`src/rtl/mips_pkg.sv`:
```
// Shared definitions for the multicycle MIPS controller: FSM state encoding,
// instruction opcode/funct fields, ALU operation class and ALU control codes.
package mips_pkg;

  typedef enum logic [3:0] {
    S_FETCH   = 4'd0,
    S_DECODE  = 4'd1,
    S_MEMADR  = 4'd2,
    S_MEMRD   = 4'd3,
    S_MEMWB   = 4'd4,
    S_MEMWR   = 4'd5,
    S_RTYPEEX = 4'd6,
    S_RTYPEWB = 4'd7,
    S_BEQEX   = 4'd8,
    S_ADDIEX  = 4'd9,
    S_ADDIWB  = 4'd10,
    S_JEX     = 4'd11
  } state_t;

  localparam logic [5:0] OP_RTYPE = 6'b000000;
  localparam logic [5:0] OP_LW    = 6'b100011;
  localparam logic [5:0] OP_SW    = 6'b101011;
  localparam logic [5:0] OP_BEQ   = 6'b000100;
  localparam logic [5:0] OP_ADDI  = 6'b001000;
  localparam logic [5:0] OP_J     = 6'b000010;

  localparam logic [5:0] FN_ADD = 6'b100000;
  localparam logic [5:0] FN_SUB = 6'b100010;
  localparam logic [5:0] FN_AND = 6'b100100;
  localparam logic [5:0] FN_OR  = 6'b100101;
  localparam logic [5:0] FN_SLT = 6'b101010;

  localparam logic [1:0] ALUOP_ADD   = 2'b00;
  localparam logic [1:0] ALUOP_SUB   = 2'b01;
  localparam logic [1:0] ALUOP_FUNCT = 2'b10;

  localparam logic [2:0] ALU_AND = 3'b000;
  localparam logic [2:0] ALU_OR  = 3'b001;
  localparam logic [2:0] ALU_ADD = 3'b010;
  localparam logic [2:0] ALU_SUB = 3'b110;
  localparam logic [2:0] ALU_SLT = 3'b111;

endpackage

```
`src/rtl/alu_decoder.sv`:
```
// Combinational ALU decoder.
//   aluop      in  2          operation class from the FSM: 00 add, 01 sub, 10 use funct
//   funct      in  6          IR[5:0]
//   alucontrol out ALUCTRL_W  ALU operation code
module alu_decoder
  import mips_pkg::*;
#(
  parameter int unsigned ALUCTRL_W = 3
) (
  input  logic [1:0]           aluop,
  input  logic [5:0]           funct,
  output logic [ALUCTRL_W-1:0] alucontrol
);

  logic [2:0] code;

  always_comb begin
    code = ALU_ADD;
    case (aluop)
      ALUOP_SUB:   code = ALU_SUB;
      ALUOP_FUNCT: begin
        case (funct)
          FN_SUB:  code = ALU_SUB;
          FN_AND:  code = ALU_AND;
          FN_OR:   code = ALU_OR;
          FN_SLT:  code = ALU_SLT;
          default: code = ALU_ADD;  // FN_ADD and unknown funct both add
        endcase
      end
      default:     code = ALU_ADD;
    endcase
  end

  assign alucontrol = ALUCTRL_W'(code);

endmodule

```
`src/rtl/mips_mc_controller.sv`:
```
// Multicycle MIPS control unit: Moore FSM sequencing a shared datapath plus
// ALU decoder. Memory-access states can be stretched by mem_ready.
//   clk, reset_n       clock, synchronous active-low reset
//   op, funct, zero    IR fields and ALU zero flag from the datapath
//   mem_ready          memory finished its access this cycle
//   iord..pcsrc        datapath mux selects and write enables
//   alucontrol         ALU operation code
//   pcen               PC write enable (pcwrite | branch & zero)
//   illegal_op         one-cycle pulse in DECODE for an unsupported opcode
//   state_o            current state (debug)
module mips_mc_controller
  import mips_pkg::*;
#(
  parameter int unsigned USE_MEM_READY = 1,
  parameter int unsigned ALUCTRL_W     = 3
) (
  input  logic                 clk,
  input  logic                 reset_n,
  input  logic [5:0]           op,
  input  logic [5:0]           funct,
  input  logic                 zero,
  input  logic                 mem_ready,
  output logic                 iord,
  output logic                 memwrite,
  output logic                 irwrite,
  output logic                 regdst,
  output logic                 memtoreg,
  output logic                 regwrite,
  output logic                 alusrca,
  output logic [1:0]           alusrcb,
  output logic [1:0]           pcsrc,
  output logic [ALUCTRL_W-1:0] alucontrol,
  output logic                 pcen,
  output logic                 illegal_op,
  output logic [3:0]           state_o
);

  state_t     state, next;
  logic [1:0] aluop;
  logic       pcwrite, branch, mem_ok;

  assign mem_ok  = (USE_MEM_READY != 0) ? mem_ready : 1'b1;
  assign state_o = state;

  always_ff @(posedge clk) begin
    if (!reset_n) state <= S_FETCH;
    else          state <= next;
  end

  always_comb begin
    next       = S_FETCH;
    iord       = 1'b0;
    memwrite   = 1'b0;
    irwrite    = 1'b0;
    regdst     = 1'b0;
    memtoreg   = 1'b0;
    regwrite   = 1'b0;
    alusrca    = 1'b0;
    alusrcb    = 2'b00;
    pcsrc      = 2'b00;
    aluop      = ALUOP_ADD;
    pcwrite    = 1'b0;
    branch     = 1'b0;
    illegal_op = 1'b0;

    case (state)
      S_FETCH: begin
        alusrcb = 2'b01;
        irwrite = mem_ok;
        pcwrite = mem_ok;
        next    = mem_ok ? S_DECODE : S_FETCH;
      end
      S_DECODE: begin
        alusrcb = 2'b11;
        case (op)
          OP_LW, OP_SW: next = S_MEMADR;
          OP_RTYPE:     next = S_RTYPEEX;
          OP_BEQ:       next = S_BEQEX;
          OP_ADDI:      next = S_ADDIEX;
          OP_J:         next = S_JEX;
          default: begin
            next       = S_FETCH;
            illegal_op = 1'b1;
          end
        endcase
      end
      S_MEMADR: begin
        alusrca = 1'b1;
        alusrcb = 2'b10;
        if (op == OP_LW)      next = S_MEMRD;
        else if (op == OP_SW) next = S_MEMWR;
        else                  next = S_FETCH;
      end
      S_MEMRD: begin
        iord = 1'b1;
        next = mem_ok ? S_MEMWB : S_MEMRD;
      end
      S_MEMWB: begin
        memtoreg = 1'b1;
        regwrite = 1'b1;
      end
      S_MEMWR: begin
        // Write enable stays asserted through the stall; leaving on mem_ready
        // guarantees the store completes exactly once.
        iord     = 1'b1;
        memwrite = 1'b1;
        next     = mem_ok ? S_FETCH : S_MEMWR;
      end
      S_RTYPEEX: begin
        alusrca = 1'b1;
        aluop   = ALUOP_FUNCT;
        next    = S_RTYPEWB;
      end
      S_RTYPEWB: begin
        regdst   = 1'b1;
        regwrite = 1'b1;
      end
      S_BEQEX: begin
        alusrca = 1'b1;
        aluop   = ALUOP_SUB;
        pcsrc   = 2'b01;
        branch  = 1'b1;
      end
      S_ADDIEX: begin
        alusrca = 1'b1;
        alusrcb = 2'b10;
        next    = S_ADDIWB;
      end
      S_ADDIWB: regwrite = 1'b1;
      S_JEX: begin
        pcsrc   = 2'b10;
        pcwrite = 1'b1;
      end
      default: next = S_FETCH;
    endcase

    pcen = pcwrite | (branch & zero);

    // Reset masks the decode so an interrupted instruction performs no writes.
    if (!reset_n) begin
      iord       = 1'b0;
      memwrite   = 1'b0;
      irwrite    = 1'b0;
      regdst     = 1'b0;
      memtoreg   = 1'b0;
      regwrite   = 1'b0;
      alusrca    = 1'b0;
      alusrcb    = 2'b00;
      pcsrc      = 2'b00;
      pcen       = 1'b0;
      illegal_op = 1'b0;
    end
  end

  alu_decoder #(.ALUCTRL_W(ALUCTRL_W)) u_alu_decoder (
    .aluop      (aluop),
    .funct      (funct),
    .alucontrol (alucontrol)
  );

endmodule
```
`config.mk`:
```
export PLATFORM = sky130hd
export DESIGN_NAME = mips_mc_controller
export DESIGN_NICKNAME = d
export VERILOG_FILES = /design/src/rtl/mips_pkg.sv /design/src/rtl/alu_decoder.sv /design/src/rtl/mips_mc_controller.sv
export SDC_FILE = /design/constraint.sdc
export NUM_CORES = 1
export LEC_CHECK = 0
export ABC_AREA = 1
export CAP_MARGIN = 20
export CELL_PAD_IN_SITES_DETAIL_PLACEMENT = 1
export CELL_PAD_IN_SITES_GLOBAL_PLACEMENT = 2
export CORE_MARGIN = 1.5
export CORE_UTILIZATION = 16
export CTS_BUF_LIST = sky130_fd_sc_hd__clkbuf_4
export DETAILED_ROUTE_END_ITERATION = 10
export GPL_TIMING_DRIVEN = 0
export PLACE_DENSITY_LB_ADDON = 0.25
export SYNTH_ARGS = -nofsm -noshare
export SYNTH_HDL_FRONTEND = slang
export SYNTH_HIERARCHICAL = 1
export SYNTH_SLANG_ARGS = --single-unit
export TNS_END_PERCENT = 20
```
`constraint.sdc`:
```
create_clock -name clk -period 1.65 [get_ports clk]
set_input_delay 0.33 -clock clk [delete_from_list [all_inputs] [get_ports clk]]
set_output_delay 0.33 -clock clk [all_outputs]
set_load 0.005 [all_outputs]
```
Yosys cells after proc, flatten, opt, wreduce, memory -nomap -nowiden. Cells that the tools add are included.

Register bits: 4. Bits of input ports: 16. Word-level logic and storage cells: 67. Output and inout bits: 20.

Bitwise logic cells: 2. Muxes and demuxes: 34. Reductions and logical operators: 8. Equality and inequality tests: 22.

Operators with widths (number): == test 6 bit, second input constant (6); one-hot mux 4 bit (7 select lines) (1); two-way mux 1 bit (20); one-hot mux 4 bit (5 select lines) (1); == test 4 x 3 -> 1 bit, second input constant (4); == test 4 bit, second input constant (4); two-way mux 3 bit (4); one-hot mux 3 bit (4 select lines) (1); == test 4 x 2 -> 1 bit, second input constant (2); one-hot mux 2 bit (2 select lines) (2); == test 6 x 2 -> 1 bit, second input constant (1); == test 6 x 3 -> 1 bit, second input constant (1); == test 6 x 4 -> 1 bit, second input constant (1); zero test 6 bit (1); one-hot mux 2 bit (3 select lines) (1); one-hot mux 3 bit (2 select lines) (1); OR reduction 2 bit (3); OR reduction 6 bit (1); == test 4 x 1 -> 1 bit, second input constant (1); zero test 4 bit (1); two-way mux 2 bit (2); OR reduction 4 bit (1); OR reduction 3 bit (1); == test 2 x 1 -> 1 bit, second input constant (1); 4 further kinds (4).

Longest topological paths before layout.
Depth in word-level cells: 5. Gate-level depth with buffers: 13. Mapped depth without buffers: 13.

By module. Netlist, hierarchy kept.

Modules (own cells, without submodules): mips_mc_controller (times used 1, area each 546.8 um^2, cells an instance 107); alu_decoder (times used 1, area each 173.9 um^2, cells an instance 37).

Worst setup path before layout. No wires, ideal clock.

Path kind: register to output. Start point: register state[3], in the netlist state_o[3]. End point: output alucontrol[0]. Stages on the path, launching flop included: 9. Slack: -0.124 ns. Path buffers: 0. Data arrival time: 1.444 ns. Cell sequence: dfxtp_1 -> nand2_1 -> inv_2 -> nand2_1 -> inv_2 -> inv_1 -> ha_1 -> or2_1 -> a21oi_1.

Longest elaborated chain between the ends: 4. Elaborated cells between the ends (all ways): 6. Those cells by class: 4 x eq/ne; 2 x mux.

RTL lines: from (decl) (line mips_mc_controller.sv:38) `state_t state, next;`; from (signal assigned) (line mips_mc_controller.sv:47) `else state <= next;`; == test 4 bit / == test 4 x 3 -> 1 bit (equally long branches) (line mips_mc_controller.sv:66) `case (state)`; one-hot mux 2 bit (2 select lines) (*) (line mips_mc_controller.sv:66); via aluop[0] (line mips_mc_controller.sv:39) `logic [1:0] aluop;`; == test 2 bit / == test 2 x 1 -> 1 bit (equally long branches) (line alu_decoder.sv:19) `case (aluop)`; one-hot mux 3 bit (2 select lines) (*) (line alu_decoder.sv:19); to (decl) (line mips_mc_controller.sv:32) `output logic [ALUCTRL_W-1:0] alucontrol,`.

Mark *: on every way through the listed nets, which the timed path passes. The rest lies on a longest branch.

Worst setup path in the final report.
Start point: register state[2], in the netlist state_o[2]. End point: output alucontrol[0].

Same word-level chain as after synthesis.

==> flow_summary.yaml <==
die:
  die_area_sq_um: 4916
  chipHeight_microns: 70.12
  io_pins: 36
  initial_core_util: 0.1655
  num_rows: 24
  core_sq_um: 4354
  die_w_microns: 70.12
pwr:
  leakage_nw: 0.6640
  power_density_nw_per_um2: 274.5
  ir_worst_vdd_mv: 0.2729
synth:
  synthFlopType: "dfxtp_1"
  yosys.area_share.adder: 0.03472
  yosysSeqAreaShare: 0.1111
  async_reset_ff_frac: 0
  synth_xor_area_frac: 0
  synth_top_family_by_area: "simple AND/OR/NAND/NOR gates"
  syn_nets: 162
  ys_types: 21
  synthCells: 144
  yosysTopAreaCell: "nand2_1"
  synth_top_area_frac: 0.1771
  synth.area.mux_share: 0
  syn_area_sq_um: 720.7
  synth_most_common_cell: "nand2_1"
  synth-simple-area-share: 0.6215
  yosys_warnings: 6
  synth-compound-area-share: 0.05556
  ys_top_cells_by_area: "nand2_1, nor2_1, inv_1"
  ys_ff_latch: 4
  synthTopCellsByCount: "nand2_1, nor2_1, inv_1"
  avgSynthCellArea_sq_um: 5.005
  synth_edf_count: 0
timing:
  post-route-min-period_ns: 1.931
  fin_tns_setup_ns: -1.103
  relSlewSlack: 0.8601
  worstMarginPinSlew_ns: 0.2085
  fin_worst_skew_ns: 0.003318
  period_share: 1.170
  worst_slack_ns: -0.2812
  slew_viol_final: 0
  grt_setup_unrepaired: "true"
  final_hold_viol_count: 0
  fmax_ghz: 0.5178
  setup_viol: 5
clock_network:
  cts_tree: "yes"
  cts_made_buffers: 3
  root_buffer: "clkbuf_4"
  clockBufferDepth: 2
  htree_levels: 1
  clkSinkCount: 4
  clk_latency_ns: 0.23
  clkSlewWorstSetupHoldPaths_ns: 0.04
critical_path:
  path_common_cell: "inv_2"
  cp_num_buf_inv: 5
  cp.required_ns: 1.32
  crit_chain: "inv_4, nand2_2, inv_2, nand2_2, inv_2, inv_2, ha_4, or2_4, a21oi_2, buf_2"
  endpoint_kind: "output pin"
  critPathLaunchType: "register"
  worstPathArrival_ns: 1.60
  cpMaxStageDelayCell: "dfxtp_4"
  setup.worst_path.class: "register to output pin"
  crit_family: "buffers and inverters"
  cp_max_fo: 3
  critPathMaxStageDelay_ns: 0.35
job:
  drv_cap: 0
layout:
  syn_to_final_growth_pct: 79.51
  drive_above_1_share: 0.3731
  n_antenna_cell: 0
  n_fill_cell: 580
  regArea_sq_um: 95.09
  nNetsFinal: 213
  multi_input_area_sq_um: 596.8
  largest_reg_flops: 4
global_route:
  grt_util_all_layers: 0.1193
  grt_pass1_wl_mm: 4.878
  antenna_found_initial: 0
  overflow: 0
  grt_max_degree: 11
  grt_pass1_vias: 1164
placed_design:
  dp_hpwl_mm: 2.197
  portBuffers: 35
  dp_slack_ns: -0.6343
  place.gp.congestion: 0.8248
drt:
  firstDrtPassIters: 4
  vias_per_cell: 4.200
  drtAntennaViolNets: 0
  drt_iter0_markers: 8
  wl_mm: 2.822
  wl_per_cell_microns: 11.52
  dr_total_vias: 1029
  remaining_drc_errors: 0
min_path:
  hp-class: "input port to register"
outcome:
  violations: "negative setup slack"
  status: "finished, violations left"
-- stage by stage --
| stage | hold slack, ns | utilization | instances | instance area [sq um] | power [mW] |
|---|---|---|---|---|---|
| CTS | 0.5361 | 0.2928 | 244 | 1275 | 0.3570 |
| detailed placement | 0.5886 | 0.2638 | 231 | 1149 | 0.2371 |
| global route | 0.5680 | 0.2971 | 245 | 1294 | 0.3896 |
| global placement | 0.5877 | 0.2638 | 231 | 1149 | 0.2352 |
| finish | 0.5342 | 0.2971 | 245 | 1294 | 0.3551 |
| floorplan | 0.4276 | - | 144 | 733.2 | 0.1591 |
-- routing by layer --
metal | vias to the layer above | global-route usage | wire [microns]
met5 | - | 0 | 0
met4 | 0 | 0.03419 | 25
met1 | 465 | 0.1272 | 1069
li1 | 535 | - | -
met2 | 27 | 0.2392 | 1585
met3 | 2 | 0.01587 | 141
-- what timing repair did --
action	4_1_cts	5_1_grt
hold buffers	0	0
resized for setup	62	29
endpoints found under the setup margin	16	15
setup buffers	10	1
pin swaps	13	10
-- power breakdown --
group	switching [mW]	internal, mW
logic	0.0719	0.0638
clock network	0.0397	0.0814
registers	0.00423	0.0941
-- cells by family (layout without fill, tap and decap cells) --
family	after synthesis	in the layout
fa+ha+maj	2	2
buf+inv	33	82
compound gates	7	7
simple gates	98	98
flops	4	4
-- area by class of cell --
type | count | share of cell area
Sequential cell | 4 | 0.07350
Tap cell | 52 | 0.05029
Inverter | 32 | 0.1035
Buffer | 1 | 0.005803
Multi-Input combinational cell | 107 | 0.4613
Timing Repair Buffer | 46 | 0.2882
Clock buffer | 3 | 0.01741
-- placed cells by master (no fill, tap or decap), types with 2 or more instances in the layout --
| cell | n |
|---|---|
| nand2_1 | 29 |
| nor2_1 | 24 |
| inv_1 | 20 |
| nand3_1 | 15 |
| clkdlybuf4s50_1 | 12 |
| buf_4 | 11 |
| nor2_2 | 10 |
| dlygate4sd2_1 | 8 |
| inv_2 | 6 |
| buf_2 | 6 |
| inv_4 | 5 |
| nor2_4 | 5 |
| nand2_2 | 5 |
| clkbuf_2 | 5 |
| dfxtp_4 | 4 |
| nand2_4 | 3 |
| nand4_1 | 3 |
| clkbuf_4 | 3 |
| clkdlybuf4s15_1 | 3 |
| nor3_2 | 2 |
| a31oi_1 | 2 |
| a21oi_1 | 2 |
-- worst reg2reg max path: cells and delay by family, from the launching register on --
family | cells | cell delay, ns
buffers and inverters | 6 | 0.62
flip-flops | 1 | 0.36
AND/OR/NAND/NOR | 5 | 0.36
-- final timing paths --
path | startpoint | to | cells after the start | slack [ns]
max reg2reg | state_o[2] | state_o[1] | 11 | 0.21
min | reset_n | state_o[0] | 3 | 0.53
max | state_o[2] | alucontrol[0] | 10 | -0.28
min reg2reg | state_o[2] | state_o[3] | 4 | 0.66
(Power assumes the default switching activity.)
